`config.mk`:
```
export PLATFORM = sky130hd
export DESIGN_NAME = booth_multiplier
export DESIGN_NICKNAME = d
export VERILOG_FILES = /design/src/rtl/booth_multiplier.sv
export SDC_FILE = /design/constraint.sdc
export NUM_CORES = 1
export LEC_CHECK = 0
export BUFFER_PORTS_ARGS = -buffer_cell sky130_fd_sc_hd__buf_2
export CAP_MARGIN = 0
export CORE_MARGIN = 4
export CORE_UTILIZATION = 52
export DETAILED_ROUTE_END_ITERATION = 7
export HOLD_SLACK_MARGIN = 0.12
export PLACE_DENSITY = 0.73
export SYNTH_ARGS = -nofsm -noshare
export SYNTH_HDL_FRONTEND = slang
export SYNTH_SLANG_ARGS = --single-unit
```
`constraint.sdc`:
```
create_clock -name clock -period 4.1 [get_ports clock]
set_input_delay 0.41 -clock clock [delete_from_list [all_inputs] [get_ports clock]]
set_output_delay 0.41 -clock clock [all_outputs]
set_load 0.01 [all_outputs]
```
`src/rtl/booth_multiplier.sv`:
```
// Sequential signed multiplier, radix-4 modified Booth, one recoded digit per cycle.
// Partial products are accumulated through 8-bit carry-lookahead slices plus a 2-bit top extension.

module booth_cla8 (
    input  logic [7:0] a_i,
    input  logic [7:0] b_i,
    input  logic       c_i,
    output logic [7:0] sum_c_o,
    output logic       cout_c_o
);

    logic [7:0] g;
    logic [7:0] p;
    logic [8:0] c;
    logic       cc;
    logic       pr;

    // Each carry is formed directly from generate/propagate terms and the slice carry-in.
    always_comb begin
        g  = a_i & b_i;
        p  = a_i ^ b_i;
        c  = '0;
        cc = 1'b0;
        pr = 1'b0;
        c[0] = c_i;
        for (int i = 0; i < 8; i++) begin
            cc = g[i];
            pr = p[i];
            for (int j = i - 1; j >= 0; j--) begin
                cc = cc | (pr & g[j]);
                pr = pr & p[j];
            end
            c[i+1] = cc | (pr & c_i);
        end
        sum_c_o  = p ^ c[7:0];
        cout_c_o = c[8];
    end

endmodule

module booth_multiplier #(
    parameter int unsigned WIDTH = 32
) (
    input  logic             clock,
    input  logic             reset,
    input  logic             ctrl_MULT,
    input  logic [WIDTH-1:0] data_operandA,
    input  logic [WIDTH-1:0] data_operandB,
    output logic [WIDTH-1:0] data_result,
    output logic             data_exception,
    output logic             data_resultRDY,
    output logic             busy
);

    localparam int unsigned AW    = WIDTH + 2;
    localparam int unsigned PW    = 2 * WIDTH + 3;
    localparam int unsigned NSL   = WIDTH / 8;
    localparam int unsigned STEPS = WIDTH / 2;
    localparam int unsigned CNT_W = $clog2(STEPS);

    typedef enum logic [1:0] {
        S_IDLE = 2'd0,
        S_RUN  = 2'd1,
        S_DONE = 2'd2
    } state_t;

    state_t             state_q, state_d;
    logic [CNT_W-1:0]   cnt_q, cnt_d;
    logic [WIDTH-1:0]   m_q, m_d;
    logic [PW-1:0]      prod_q, prod_d;
    logic [WIDTH-1:0]   result_q, result_d;
    logic               exc_q, exc_d;
    logic               rdy_q, rdy_d;
    logic               busy_q, busy_d;

    logic [AW-1:0]      acc;
    logic [AW-1:0]      m_ext;
    logic [AW-1:0]      m2_ext;
    logic [AW-1:0]      pp;
    logic [AW-1:0]      addend;
    logic               neg;
    logic [AW-1:0]      sum;
    logic [WIDTH-1:0]   sum_lo;
    logic [1:0]         sum_hi;
    logic [NSL:0]       carry;
    logic [PW-1:0]      step_prod;
    logic [WIDTH:0]     prod_hi;

    assign acc    = prod_q[PW-1:WIDTH+1];
    assign m_ext  = {{2{m_q[WIDTH-1]}}, m_q};
    assign m2_ext = {m_q[WIDTH-1], m_q, 1'b0};

    // Booth digit select from {B[1], B[0], q_-1}.
    always_comb begin
        pp  = '0;
        neg = 1'b0;
        unique case (prod_q[2:0])
            3'b001, 3'b010: pp = m_ext;
            3'b011:         pp = m2_ext;
            3'b100: begin
                pp  = m2_ext;
                neg = 1'b1;
            end
            3'b101, 3'b110: begin
                pp  = m_ext;
                neg = 1'b1;
            end
            default: pp = '0;
        endcase
    end

    // Subtraction = inverted operand with carry-in of one.
    assign addend   = neg ? ~pp : pp;
    assign carry[0] = neg;

    for (genvar k = 0; k < NSL; k++) begin : gen_slice
        booth_cla8 u_slice (
            .a_i      (acc[k*8 +: 8]),
            .b_i      (addend[k*8 +: 8]),
            .c_i      (carry[k]),
            .sum_c_o  (sum_lo[k*8 +: 8]),
            .cout_c_o (carry[k+1])
        );
    end

    assign sum_hi    = 2'(acc[AW-1:WIDTH] + addend[AW-1:WIDTH] + 2'(carry[NSL]));
    assign sum       = {sum_hi, sum_lo};
    assign step_prod = {{2{sum[AW-1]}}, sum, prod_q[WIDTH:2]};
    assign prod_hi   = prod_q[2*WIDTH:WIDTH];

    always_ff @(posedge clock) begin
        if (reset) begin
            state_q  <= S_IDLE;
            cnt_q    <= '0;
            m_q      <= '0;
            prod_q   <= '0;
            result_q <= '0;
            exc_q    <= 1'b0;
            rdy_q    <= 1'b0;
            busy_q   <= 1'b0;
        end else begin
            state_q  <= state_d;
            cnt_q    <= cnt_d;
            m_q      <= m_d;
            prod_q   <= prod_d;
            result_q <= result_d;
            exc_q    <= exc_d;
            rdy_q    <= rdy_d;
            busy_q   <= busy_d;
        end
    end

    always_comb begin
        state_d  = state_q;
        cnt_d    = cnt_q;
        m_d      = m_q;
        prod_d   = prod_q;
        result_d = result_q;
        exc_d    = exc_q;
        rdy_d    = 1'b0;

        unique case (state_q)
            S_IDLE: begin
                if (ctrl_MULT) begin
                    m_d     = data_operandA;
                    prod_d  = {AW'(0), data_operandB, 1'b0};
                    cnt_d   = '0;
                    state_d = S_RUN;
                end
            end
            S_RUN: begin
                prod_d = step_prod;
                cnt_d  = CNT_W'(cnt_q + 1'b1);
                if (cnt_q == CNT_W'(STEPS - 1)) begin
                    state_d = S_DONE;
                end
            end
            S_DONE: begin
                result_d = prod_q[WIDTH:1];
                exc_d    = ~((&prod_hi) | ~(|prod_hi));
                rdy_d    = 1'b1;
                state_d  = S_IDLE;
                // A new request here starts immediately, as from idle.
                if (ctrl_MULT) begin
                    m_d     = data_operandA;
                    prod_d  = {AW'(0), data_operandB, 1'b0};
                    cnt_d   = '0;
                    state_d = S_RUN;
                end
            end
            default: state_d = S_IDLE;
        endcase

        busy_d = (state_d != S_IDLE);
    end

    assign data_result    = result_q;
    assign data_exception = exc_q;
    assign data_resultRDY = rdy_q;
    assign busy           = busy_q;

endmodule

```
==> summary.txt, run 1 <==
Setup path
  • Crit path required time: 4.44 ns
  • Critical path peak fanout: 5
  • Worst path arrival time: 4.32 ns
  • Start point of the critical path: prod_q[1]
  • Capture point of the critical path: prod_q[63]
  • Worst Setup Start Kind: flop
  • Kind of end point of the critical path: flop
  • WS Path Type: flop to flop
  • Worst flop-to-flop path startpoint: prod_q[1]
  • Terminus of the critical flop-to-flop path: prod_q[63]
  • Cell count of the worst reg-to-reg path: 18
  • Worst reg2reg setup slack: 0.12 ns

Synth
  • Mapped Nets: 941
  • Post-synthesis compound-gate area fraction: 23.8%
  • Syn Inst Count: 833
  • Top cells by area in the synthesized netlist: dfxtp_1 (40%), nand2_1 (10%), a21oi_1 (8.9%)
  • Count of flip-flops with a built-in enable after synthesis: 0
  • Main combinational cell family by area after synthesis: compound AO/OA/AOI/OAI gates
  • Register area share after synthesis: 40.1%
  • Area share of the largest cell type after synthesis: 40.1%
  • Yosys warning total: 0
  • Area fraction in and, or, nand and nor cells after synthesis: 16.8%
  • Synth cell types: 50
  • Largest area contributor in the synthesized netlist: dfxtp_1
  • Async S/R FF share, synth: 0%
  • Primary FF master, synth: dfxtp_1
  • Share of cell area taken by muxes after synthesis: 0.164%
  • Number of flip-flops and latches in the synthesized netlist: 138
  • Avg Synthesized Cell Area: 8.27 um2
  • Netlist Area Pre-Place: 6890 um2
  • Synthesized-area fraction occupied by adder cells: 7.89%
  • Post-Synth XOR/XNOR Area: 7.50%

Drt
  • Remaining DRCs: 0
  • Antenna-violating nets left: 0
  • DR vias: 6169
  • Routed vias/inst: 5.57
  • DR iter-0 viols: 504
  • DRT Pass-1 Iters: 5
  • Final wirelength: 17.3 mm
  • Wirelength per Cell: ~16 um

Timing
  • Worst relative slew slack: between 20% and 30%
  • Maximum frequency from static timing analysis: around 0.25 GHz
  • Final hold vios: 0
  • Worst-margin pin slew: 1.06 ns
  • Count of final max-slew check failures: 0
  • Post-route clock skew: about 0.012 ns
  • Shortest clock period the worst path allows after layout: about 4 ns
  • Final period util: 97.0%
  • Final count of negative-setup-slack endpoints: 0
  • Final-layout setup total negative slack: 0 ns

Floorplan
  • Cell row count: 41
  • Die span in x: between 100 and 150 um
  • Die span in y: 123 um
  • Core region area: 12800 um2
  • Starting density of the core: 53.9%
  • Top-Level Pins: 102
  • Die area: 15100 um2

Placed design
  • Placed instance count: 1068
  • HPWL after detailed placement: around 12 mm
  • Input/output buffers: between 100 and 150
  • RD Place Congestion: 0.875

Clock tree
  • Reg clk slew, reported paths: 0.06 ns
  • CTS tree: done
  • Sink count of the clock tree: 138
  • Clock tree buffer depth: 2
  • Clock insertion delay at the later pin of the skew report: 0.43 ns
  • CTS Hold Bufs: 0
  • H-tree Lvls: 4
  • Number of buffers created by CTS: 17
  • CTS root buf: clkbuf_16

Final layout
  • Final design utilization: between 60% and 70%
  • Antenna diodes: 0
  • Count of non-filler cells in the finished layout: roughly 1100
  • Share of cells above drive strength 1: 20.0%
  • Nets@finish: between 1000 and 1500
  • Relative area change from synthesis to final layout: 21.7%

Min path
  • Type of the worst min-delay path: input pin to flop

Global routing
  • GRT Residual Overflow: 0
  • Number of global-route vias before repair: 5737
  • GRT Total Usage: 23.2%
  • First-pass GRT wire length: 27.9 mm
  • Maximum number of pins on one net before global-route repair: between 60 and 70
  • Number of antenna violations at the first check in global routing: 0

Power and ir drop
  • Maximum resistive drop on vdd: 0.316 mV
  • Leakage power of the design: ~3.4 nW
  • Power density over cell area: 417 nW/um2

Run status
  • Run status: complete, no violations

Run
  • Total of max-cap violations: 0
==> worst min-delay path by stage <==
stage / cells past startpoint / from / slack [ns] / endpoint
floorplan: 2 / prod_q[31] / 0.44 / data_result[30]
global placement: 2 / data_result[31] / 0.44 / data_result[31]
detailed placement: 2 / data_result[19] / 0.44 / data_result[19]
CTS: 3 / data_operandA[21] / 0.21 / m_q[21]
global route: 3 / data_operandA[21] / 0.22 / m_q[21]
finish: 3 / data_operandA[21] / 0.22 / m_q[21]
==> metal layers <==
metal,wire length (um),global-route usage [%],part of all wire (%),vias up
met5,0,0,0,-
met4,306,8.30,1.8,0
met3,1010,5.22,5.8,24
met2,7670,34.2,44,182
met1,8350,33.4,48,2864
li1,-,-,-,3099
==> synthesized netlist by cell type (5+ instances only) <==
library cell and instances:
buf_1 6, clkbuf_1 48, dfxtp_1 138, xnor2_1 13
nand2b_1 5, a22oi_1 71, o21ai_0 20, a21oi_1 122
nor2_1 25, a21o_1 8, o21ai_1 9, ha_1 37
nand4_1 12, nand3_1 7, inv_1 13, a22o_1 7
nor4_1 10, nand2_1 188, xor2_1 46
==> power by group <==
group	internal, mW	leakage, nW	total, mW	switching (mW)
Clock	0.976	0.290	1.57	0.597
Combinational	0.194	2.02	0.467	0.273
Sequential	1.40	1.12	1.46	0.0591
==> metrics by stage <==
step	area, um2	setup slack, ns	hold slack (ns)	power (mW)
2_1_floorplan	6890	0.108	0.444	1.78
3_3_place_gp	7610	0.182	0.441	1.92
3_5_place_dp	7610	0.0667	0.443	1.93
4_1_cts	8220	0.0231	0.212	3.49
5_1_grt	8380	-0.0419	0.219	3.63
6_report	8380	0.125	0.219	3.50
==> worst max-delay path, cell delays in order (launching register included) <==
cell,delay [ns]
dfxtp_4,0.37
inv_1,0.07
ha_2,0.17
buf_4,0.13
o31ai_4,0.21
buf_6,0.16
buf_12,0.13
xor2_2,0.21
ha_4,0.25
a21o_1,0.21
a221oi_4,0.31
o211a_4,0.20
a211oi_2,0.08
o2111ai_2,0.27
nand3b_4,0.12
o31ai_4,0.29
o21ba_4,0.18
fa_1,0.41
o21ai_1,0.12
==> cell families (layout without fill, tap and decap cells) <==
family | count (synthesis) | in the layout
multiplexers | 1 | 1
buffers and inverters | 68 | 170
adder cells (fa/ha/maj) | 41 | 41
flip-flops | 138 | 138
XOR/XNOR | 59 | 59
AO/OA/AOI/OAI | 259 | 259
AND/OR/NAND/NOR | 267 | 267
==> state kept, by name (all words and copies together) (netlist names) <==
name            cells
state_q             2
busy                1
prod_q             65
data_exception      1
data_resultRDY      1
m_q                32
data_result        32
cnt_q               4
==> timing repair <==
action                     in CTS  in global routing
buffers inserted                0                  6
gates resized for setup         0                 17
setup endpoints to repair       0                  4
==> cells in the final DEF (no fill, tap or decap), types with 13 or more instances in the layout <==
| master | instances |
|---|---|
| nor2_1 | 24 |
| buf_2 | 100 |
| a21oi_1 | 120 |
| xor2_1 | 44 |
| ha_1 | 35 |
| o21ai_0 | 19 |
| nand2_1 | 188 |
| dfxtp_1 | 136 |
| xnor2_1 | 13 |
| clkbuf_16 | 18 |
| buf_4 | 19 |
| a22oi_1 | 70 |
==> cell type report <==
type,instances,area [um2]
Fill cell,1082,4390
Multi-Input combinational cell,627,3980
Sequential cell,138,2770
Timing Repair Buffer,125,759
Clock buffer,19,443
Tap cell,172,215
Clock inverter,13,166
Inverter,13,48.8
No activity file was read; power rests on OpenSTA's default activity.
==> inputs of run 2 (changes only) <==
--- a/config.mk
+++ b/config.mk
@@ -5,13 +5,15 @@
 export SDC_FILE = /design/constraint.sdc
 export NUM_CORES = 1
 export LEC_CHECK = 0
-export BUFFER_PORTS_ARGS = -buffer_cell sky130_fd_sc_hd__buf_2
+export ABC_CLOCK_PERIOD_IN_PS = 4100
+export BUFFER_PORTS_ARGS = -buffer_cell sky130_fd_sc_hd__buf_4
 export CAP_MARGIN = 0
 export CORE_MARGIN = 4
 export CORE_UTILIZATION = 52
 export DETAILED_ROUTE_END_ITERATION = 7
 export HOLD_SLACK_MARGIN = 0.12
 export PLACE_DENSITY = 0.73
+export SLEW_MARGIN = 20
 export SYNTH_ARGS = -nofsm -noshare
 export SYNTH_HDL_FRONTEND = slang
 export SYNTH_SLANG_ARGS = --single-unit
==> summary.txt, run 2 (same netlist as run 1, synthesis figures left out) <==
Run status
  • Run status: complete, no violations

Setup path
  • CP Cell Sequence: mux2_2 > a22oi_2 > xor2_1 > ha_1 > and3_2 > a221oi_4 > o211a_4 > a211oi_4 > o2111ai_2 > nand3b_4 > o31ai_4 > o21ba_2 > fa_1 > o21ai_0
  • Top cell family by delay on the critical path: compound AO/OA/AOI/OAI gates
  • Critical path peak fanout: 7 (+2)
  • Slowest cell delay on critical path: 0.56 ns (+0.15 ns)
  • Worst path arrival time: 4.33 ns (about the same)
  • CP Buf/Inv Count: 0 (-4)
  • Master of the slowest instance on the critical path: dfxtp_1
  • Kind of end point of the critical path: flop
  • Worst Setup Start Kind: flop
  • WS Path Type: flop to flop
  • Crit path required time: 4.42 ns (-0.02 ns)

Drt
  • DR WL met3: 1.42 mm (+41%)
  • Wirelength per Cell: 17.1 um (+9.1%)
  • DR iter-0 viols: 713 (+41%)
  • Final wirelength: 19.0 mm (+9.6%)
  • Remaining DRCs: 0 (unchanged)
  • Met1 Wirelength: 8.31 mm (-0.42%)
  • Wire length on met2: 8.96 mm (+17%)
  • Antenna-violating nets left: 0 (unchanged)
  • Routed vias/inst: 5.82 (+4.5%)
  • DRT Pass-1 Iters: 6 (+1)
  • Highest metal layer with signal wires: met4
  • DR vias: 6477 (+5.0%)

Final layout
  • Relative area change from synthesis to final layout: 25.5%
  • Most frequent standard cell in the layout excluding fill and tap cells: nand2_1
  • Filler Cell Count: 1033 (-4.5%)
  • Final design utilization: 67.6% (+2.0 points)
  • Nets@finish: 1035 (+0.49%)
  • Antenna diodes: 0 (unchanged)
  • Commonest cells after routing, fill and taps aside: nand2_1 (188), dfxtp_1 (136), buf_4 (124), a21oi_1 (121), a22oi_1 (67)
  • Most flops, register: prod_q
  • Max FFs per register: 65 (unchanged)
  • Count of non-filler cells in the finished layout: 1112 (+0.45%)
  • Share of cells above drive strength 1: 20.4% (+0.43 points)

Floorplan
  • Die span in y: 123 um (unchanged)
  • Cell row count: 41 (unchanged)
  • Starting density of the core: 53.9% (unchanged)
  • Die span in x: 123 um (unchanged)
  • Top-Level Pins: 102 (unchanged)
  • Core region area: 12800 um2 (unchanged)
  • Die area: 15100 um2 (unchanged)

Run
  • Total of max-cap violations: 0 (unchanged)

Timing
  • Maximum frequency from static timing analysis: 0.250 GHz (-0.77%)
  • Count of final max-slew check failures: 0 (unchanged)
  • Worst hold margin: 0.237 ns (+0.0180 ns)
  • Final hold vios: 0 (unchanged)
  • Shortest clock period the worst path allows after layout: 4.01 ns (+0.0307 ns)
  • Worst-margin pin slew: 1.01 ns (-0.0534 ns)
  • Final count of negative-setup-slack endpoints: 0 (unchanged)
  • Post-route clock skew: 0.00843 ns (-0.00384 ns)
  • Worst relative slew slack: 32.4% (+3.6 points)
  • Worst setup margin: 0.0942 ns (-0.0307 ns)
  • Final period util: 97.7% (+0.75 points)

Clock tree
  • Sink count of the clock tree: 138 (unchanged)
  • H-tree Lvls: 4 (unchanged)
  • Clock insertion delay at the later pin of the skew report: 0.42 ns (about the same)
  • Reg clk slew, reported paths: 0.06 ns (about the same)
  • CTS root buf: clkbuf_16
  • Clock tree buffer depth: 2 (unchanged)
  • Number of buffers created by CTS: 17 (unchanged)
  • CTS tree: done

Placed design
  • Placed instance count: 1064 (-0.37%)
  • Worst slack at placement: -0.0525 ns (-0.119 ns)
  • RD Place Congestion: 1.01 (+15%)
  • Input/output buffers: 101 (unchanged)
  • HPWL after detailed placement: 12.7 mm (+7.2%)

Global routing
  • Maximum number of pins on one net before global-route repair: 95 (+48%)
  • GRT Residual Overflow: 0 (unchanged)
  • First-pass GRT wire length: 29.0 mm (+3.7%)
  • Number of antenna violations at the first check in global routing: 0 (unchanged)
  • GRT Total Usage: 24.0% (+0.82 points)
  • Number of global-route vias before repair: 5866 (+2.2%)

Min path
  • Type of the worst min-delay path: input pin to flop

Power and ir drop
  • Power density over cell area: 403 nW/um2 (-3.4%)
  • Leakage power of the design: 3.50 nW (+2.1%)
  • Maximum resistive drop on vdd: 0.286 mV (-9.6%)
  • Final total power: 3.48 mW (-0.42%)
-- run 2: per-stage QoR --
stage	setup TNS [ns]	cell area, um2
3_3_place_gp	0	7800
3_5_place_dp	-0.0525	7800
6_report	0	8640
2_1_floorplan	0	6890
4_1_cts	0	8390
5_1_grt	-0.121	8640
-- run 2: path summary, 6_finish.rpt --
kind,to,cells after the start,slack (ns),startpoint
worst max register to register,prod_q[63],14,0.09,prod_q[2]
worst max-delay path,prod_q[63],14,0.09,prod_q[2]
worst min register to register,data_result[22],2,0.45,data_result[22]
worst min-delay path,m_q[22],3,0.24,data_operandA[22]
-- run 2: metal layers --
layer | vias up | global-route usage [%]
met2 | 279 | 35.7
met3 | 33 | 4.57
met5 | - | 0
met4 | 0 | 8.30
li1 | 3122 | -
met1 | 3043 | 34.9
-- run 2: cell type report --
class,count,area [um2],share of cell area (%)
clock inverter,13,140,1.62
inverter,13,48.8,0.565
clock buffer,19,443,5.13
multi-input combinational,629,4010,46.4
timing repair buffer,128,1020,11.8
tap,172,215,2.49
sequential,138,2770,32.0
-- run 2: repair_timing --
action                                 4_1_cts  5_1_grt
pin swaps                                    0       10
gates resized for setup                      2       11
setup buffers                                0       12
setup endpoints to repair                    2        3
endpoints found under the hold margin        0        0
hold buffers                                 0        0
gates cloned                                 0        4
-- run 2: power breakdown --
part | switching, mW | total (mW) | leakage, nW | internal, mW
logic | 0.285 | 0.503 | 2.09 | 0.218
clock network | 0.600 | 1.52 | 0.289 | 0.917
registers | 0.0636 | 1.46 | 1.12 | 1.40
-- run 2: tightest hold or removal path: stages --
cell     delay [ns]
buf_4          0.11
nand2_1        0.04
a21oi_1        0.05
==> inputs of run 3 (changes only) <==
--- a/config.mk
+++ b/config.mk
@@ -9,10 +9,11 @@
 export BUFFER_PORTS_ARGS = -buffer_cell sky130_fd_sc_hd__buf_4
 export CAP_MARGIN = 0
 export CORE_MARGIN = 4
-export CORE_UTILIZATION = 52
+export CORE_UTILIZATION = 54
+export CTS_BUF_LIST = sky130_fd_sc_hd__clkbuf_2
 export DETAILED_ROUTE_END_ITERATION = 7
 export HOLD_SLACK_MARGIN = 0.12
-export PLACE_DENSITY = 0.73
+export PLACE_DENSITY = 0.75
 export SLEW_MARGIN = 20
 export SYNTH_ARGS = -nofsm -noshare
 export SYNTH_HDL_FRONTEND = slang
==> summary.txt, run 3 (same netlist as run 1, synthesis figures left out) <==
Final layout
  • Most frequent standard cell in the layout excluding fill and tap cells: nand2_1
  • Nets@finish: 1118 (+8.0%)
  • Final design utilization: 74.2% (+6.6 points)
  • Most flops, register: prod_q
  • Final cell area excluding filler cells: 9100 um2 (+5.3%)
  • Relative area change from synthesis to final layout: 32.1%
  • Commonest cells after routing, fill and taps aside: nand2_1 (188), dfxtp_1 (136), buf_4 (124), a21oi_1 (122), dlygate4sd3_1 (84)
  • Filler Cell Count: 909 (-12%)
  • Register Area: 2770 um2 (about the same)
  • Count of non-filler cells in the finished layout: 1191 (+7.1%)
  • Max FFs per register: 65 (unchanged)
  • Antenna diodes: 0 (unchanged)
  • Share of cells above drive strength 1: 18.2% (-2.2 points)
  • Area taken by multi-input logic gates: 3980 um2 (-0.78%)

Setup path
  • Slowest cell delay on critical path: 0.41 ns (-0.15 ns)
  • WS Path Type: flop to flop
  • Master of the slowest instance on the critical path: dfxtp_4
  • Kind of end point of the critical path: flop
  • CP Buf/Inv Count: 1 (+1)
  • Worst Setup Start Kind: flop
  • Crit path required time: 4.74 ns (+0.32 ns)
  • Critical path peak fanout: 11 (+4)
  • Top cell family by delay on the critical path: compound AO/OA/AOI/OAI gates
  • Worst path arrival time: 4.60 ns (+0.27 ns)
  • CP Cell Sequence: inv_1 > ha_4 > mux2_4 > a22oi_1 > xor2_1 > ha_1 > a21o_1 > a221oi_4 > o211a_4 > a211oi_4 > o2111ai_2 > nand3b_4 > o31ai_4 > o21ba_2 > fa_1 > o21ai_0

Clock tree
  • Reg clk slew, reported paths: 0.20 ns (+0.14 ns)
  • Sink count of the clock tree: 138 (unchanged)
  • Number of buffers created by CTS: 17 (unchanged)
  • CTS tree: done
  • Clock insertion delay at the later pin of the skew report: 0.73 ns (+0.31 ns)
  • H-tree Lvls: 4 (unchanged)
  • CTS root buf: clkbuf_2
  • Clock tree buffer depth: 2 (unchanged)

Timing
  • Count of final max-slew check failures: 0 (unchanged)
  • Shortest clock period the worst path allows after layout: 3.96 ns (-0.0439 ns)
  • Final period util: 96.6% (-1.1 points)
  • Worst-margin pin slew: 1.05 ns (+0.0394 ns)
  • Worst setup margin: 0.138 ns (+0.0439 ns)
  • Worst relative slew slack: 29.8% (-2.6 points)
  • Post-route clock skew: 0.0238 ns (+0.0153 ns)
  • Final hold vios: 0 (unchanged)
  • Final-layout setup total negative slack: 0 ns (unchanged)
  • Maximum frequency from static timing analysis: 0.252 GHz (+1.1%)
  • Final count of negative-setup-slack endpoints: 0 (unchanged)

Placed design
  • Input/output buffers: 101 (unchanged)
  • HPWL after detailed placement: 12.9 mm (+1.8%)
  • Cell area after placement: 7820 um2 (+0.13%)
  • Placed instance count: 1060 (-0.38%)
  • RD Place Congestion: 0.975 (-3.3%)
  • Worst slack at placement: -0.0919 ns (-0.0394 ns)

Global routing
  • First-pass GRT wire length: 32.6 mm (+13%)
  • Number of global-route vias before repair: 6523 (+11%)
  • Number of antenna violations at the first check in global routing: 0 (unchanged)
  • Maximum number of pins on one net before global-route repair: 71 (-25%)
  • GRT Total Usage: 27.6% (+3.6 points)
  • GRT Residual Overflow: 0 (unchanged)

Floorplan
  • Die area: 14600 um2 (-3.5%)
  • Starting density of the core: 56.2% (+2.3 points)
  • Top-Level Pins: 102 (unchanged)
  • Die span in y: 121 um (-1.7%)
  • Die span in x: 121 um (-1.7%)
  • Cell row count: 40 (-2.4%)
  • Core region area: 12300 um2 (-4.0%)

Run status
  • Run status: complete, no violations

Drt
  • DR vias: 6908 (+6.7%)
  • Antenna-violating nets left: 0 (unchanged)
  • DR iter-0 viols: 729 (+2.2%)
  • Routed vias/inst: 5.80 (-0.42%)
  • Wirelength per Cell: 17.3 um (+1.2%)
  • Remaining DRCs: 0 (unchanged)
  • Final wirelength: 20.6 mm (+8.4%)
  • DRT Pass-1 Iters: 8 (+2)

Power and ir drop
  • Leakage power of the design: 3.74 nW (+6.7%)
  • Power density over cell area: 312 nW/um2 (-23%)
  • Maximum resistive drop on vdd: 0.252 mV (-12%)

Min path
  • Type of the worst min-delay path: input pin to flop

Run
  • Total of max-cap violations: 0 (unchanged)
-- run 3: repair_timing --
| action | in CTS | in global routing |
|---|---|---|
| endpoints found under the hold margin | 86 | 0 |
| hold buffers | 84 | 0 |
| setup endpoints to repair | 3 | 4 |
| pin swaps | 0 | 8 |
| resized for setup | 3 | 8 |
| setup buffers | 0 | 12 |
| cloned | 1 | 2 |
-- run 3: path summary, 6_finish.rpt --
kind                                  startpoint             end  slack, ns  depth (start not counted)
worst max-delay path                   prod_q[1]      prod_q[63]       0.14                         16
worst min register to register        prod_q[10]  data_result[9]       0.47                          2
worst max register to register         prod_q[1]      prod_q[63]       0.14                         16
worst min-delay path            data_operandA[6]          m_q[6]       0.46                          4
-- run 3: where the power goes --
part / switching, mW / internal [mW] / leakage, nW
logic: 0.299 / 0.274 / 2.47
registers: 0.0643 / 1.40 / 1.12
clock network: 0.511 / 0.289 / 0.140
-- run 3: cell type report --
cell class | instances | share of cell area [%]
Timing Repair Buffer | 212 | 20.5
Sequential cell | 138 | 30.4
Tap cell | 168 | 2.31
Clock buffer | 21 | 1.16
Inverter | 13 | 0.536
Clock inverter | 11 | 1.35
Multi-Input combinational cell | 628 | 43.7
-- run 3: through the flow --
step           hold WS [ns]  power (mW)
2_1_floorplan         0.444        1.78
3_3_place_gp          0.442        1.93
3_5_place_dp          0.450        1.95
4_1_cts               0.409        2.80
5_1_grt               0.409        2.96
6_report              0.459        2.84
-- run 3: worst min-delay path, stage by stage --
cell	delay [ns]
dlygate4sd3_1	0.53
buf_4	0.13
nand2_1	0.05
a21oi_1	0.05
-- run 3: layer usage --
metal	vias up	global-route usage [%]	wire length [um]
met5	-	0	0
met4	0	9.56	386
met3	42	4.71	1490
met2	314	44.4	9820
met1	3259	37.5	8890
li1	3293	-	-
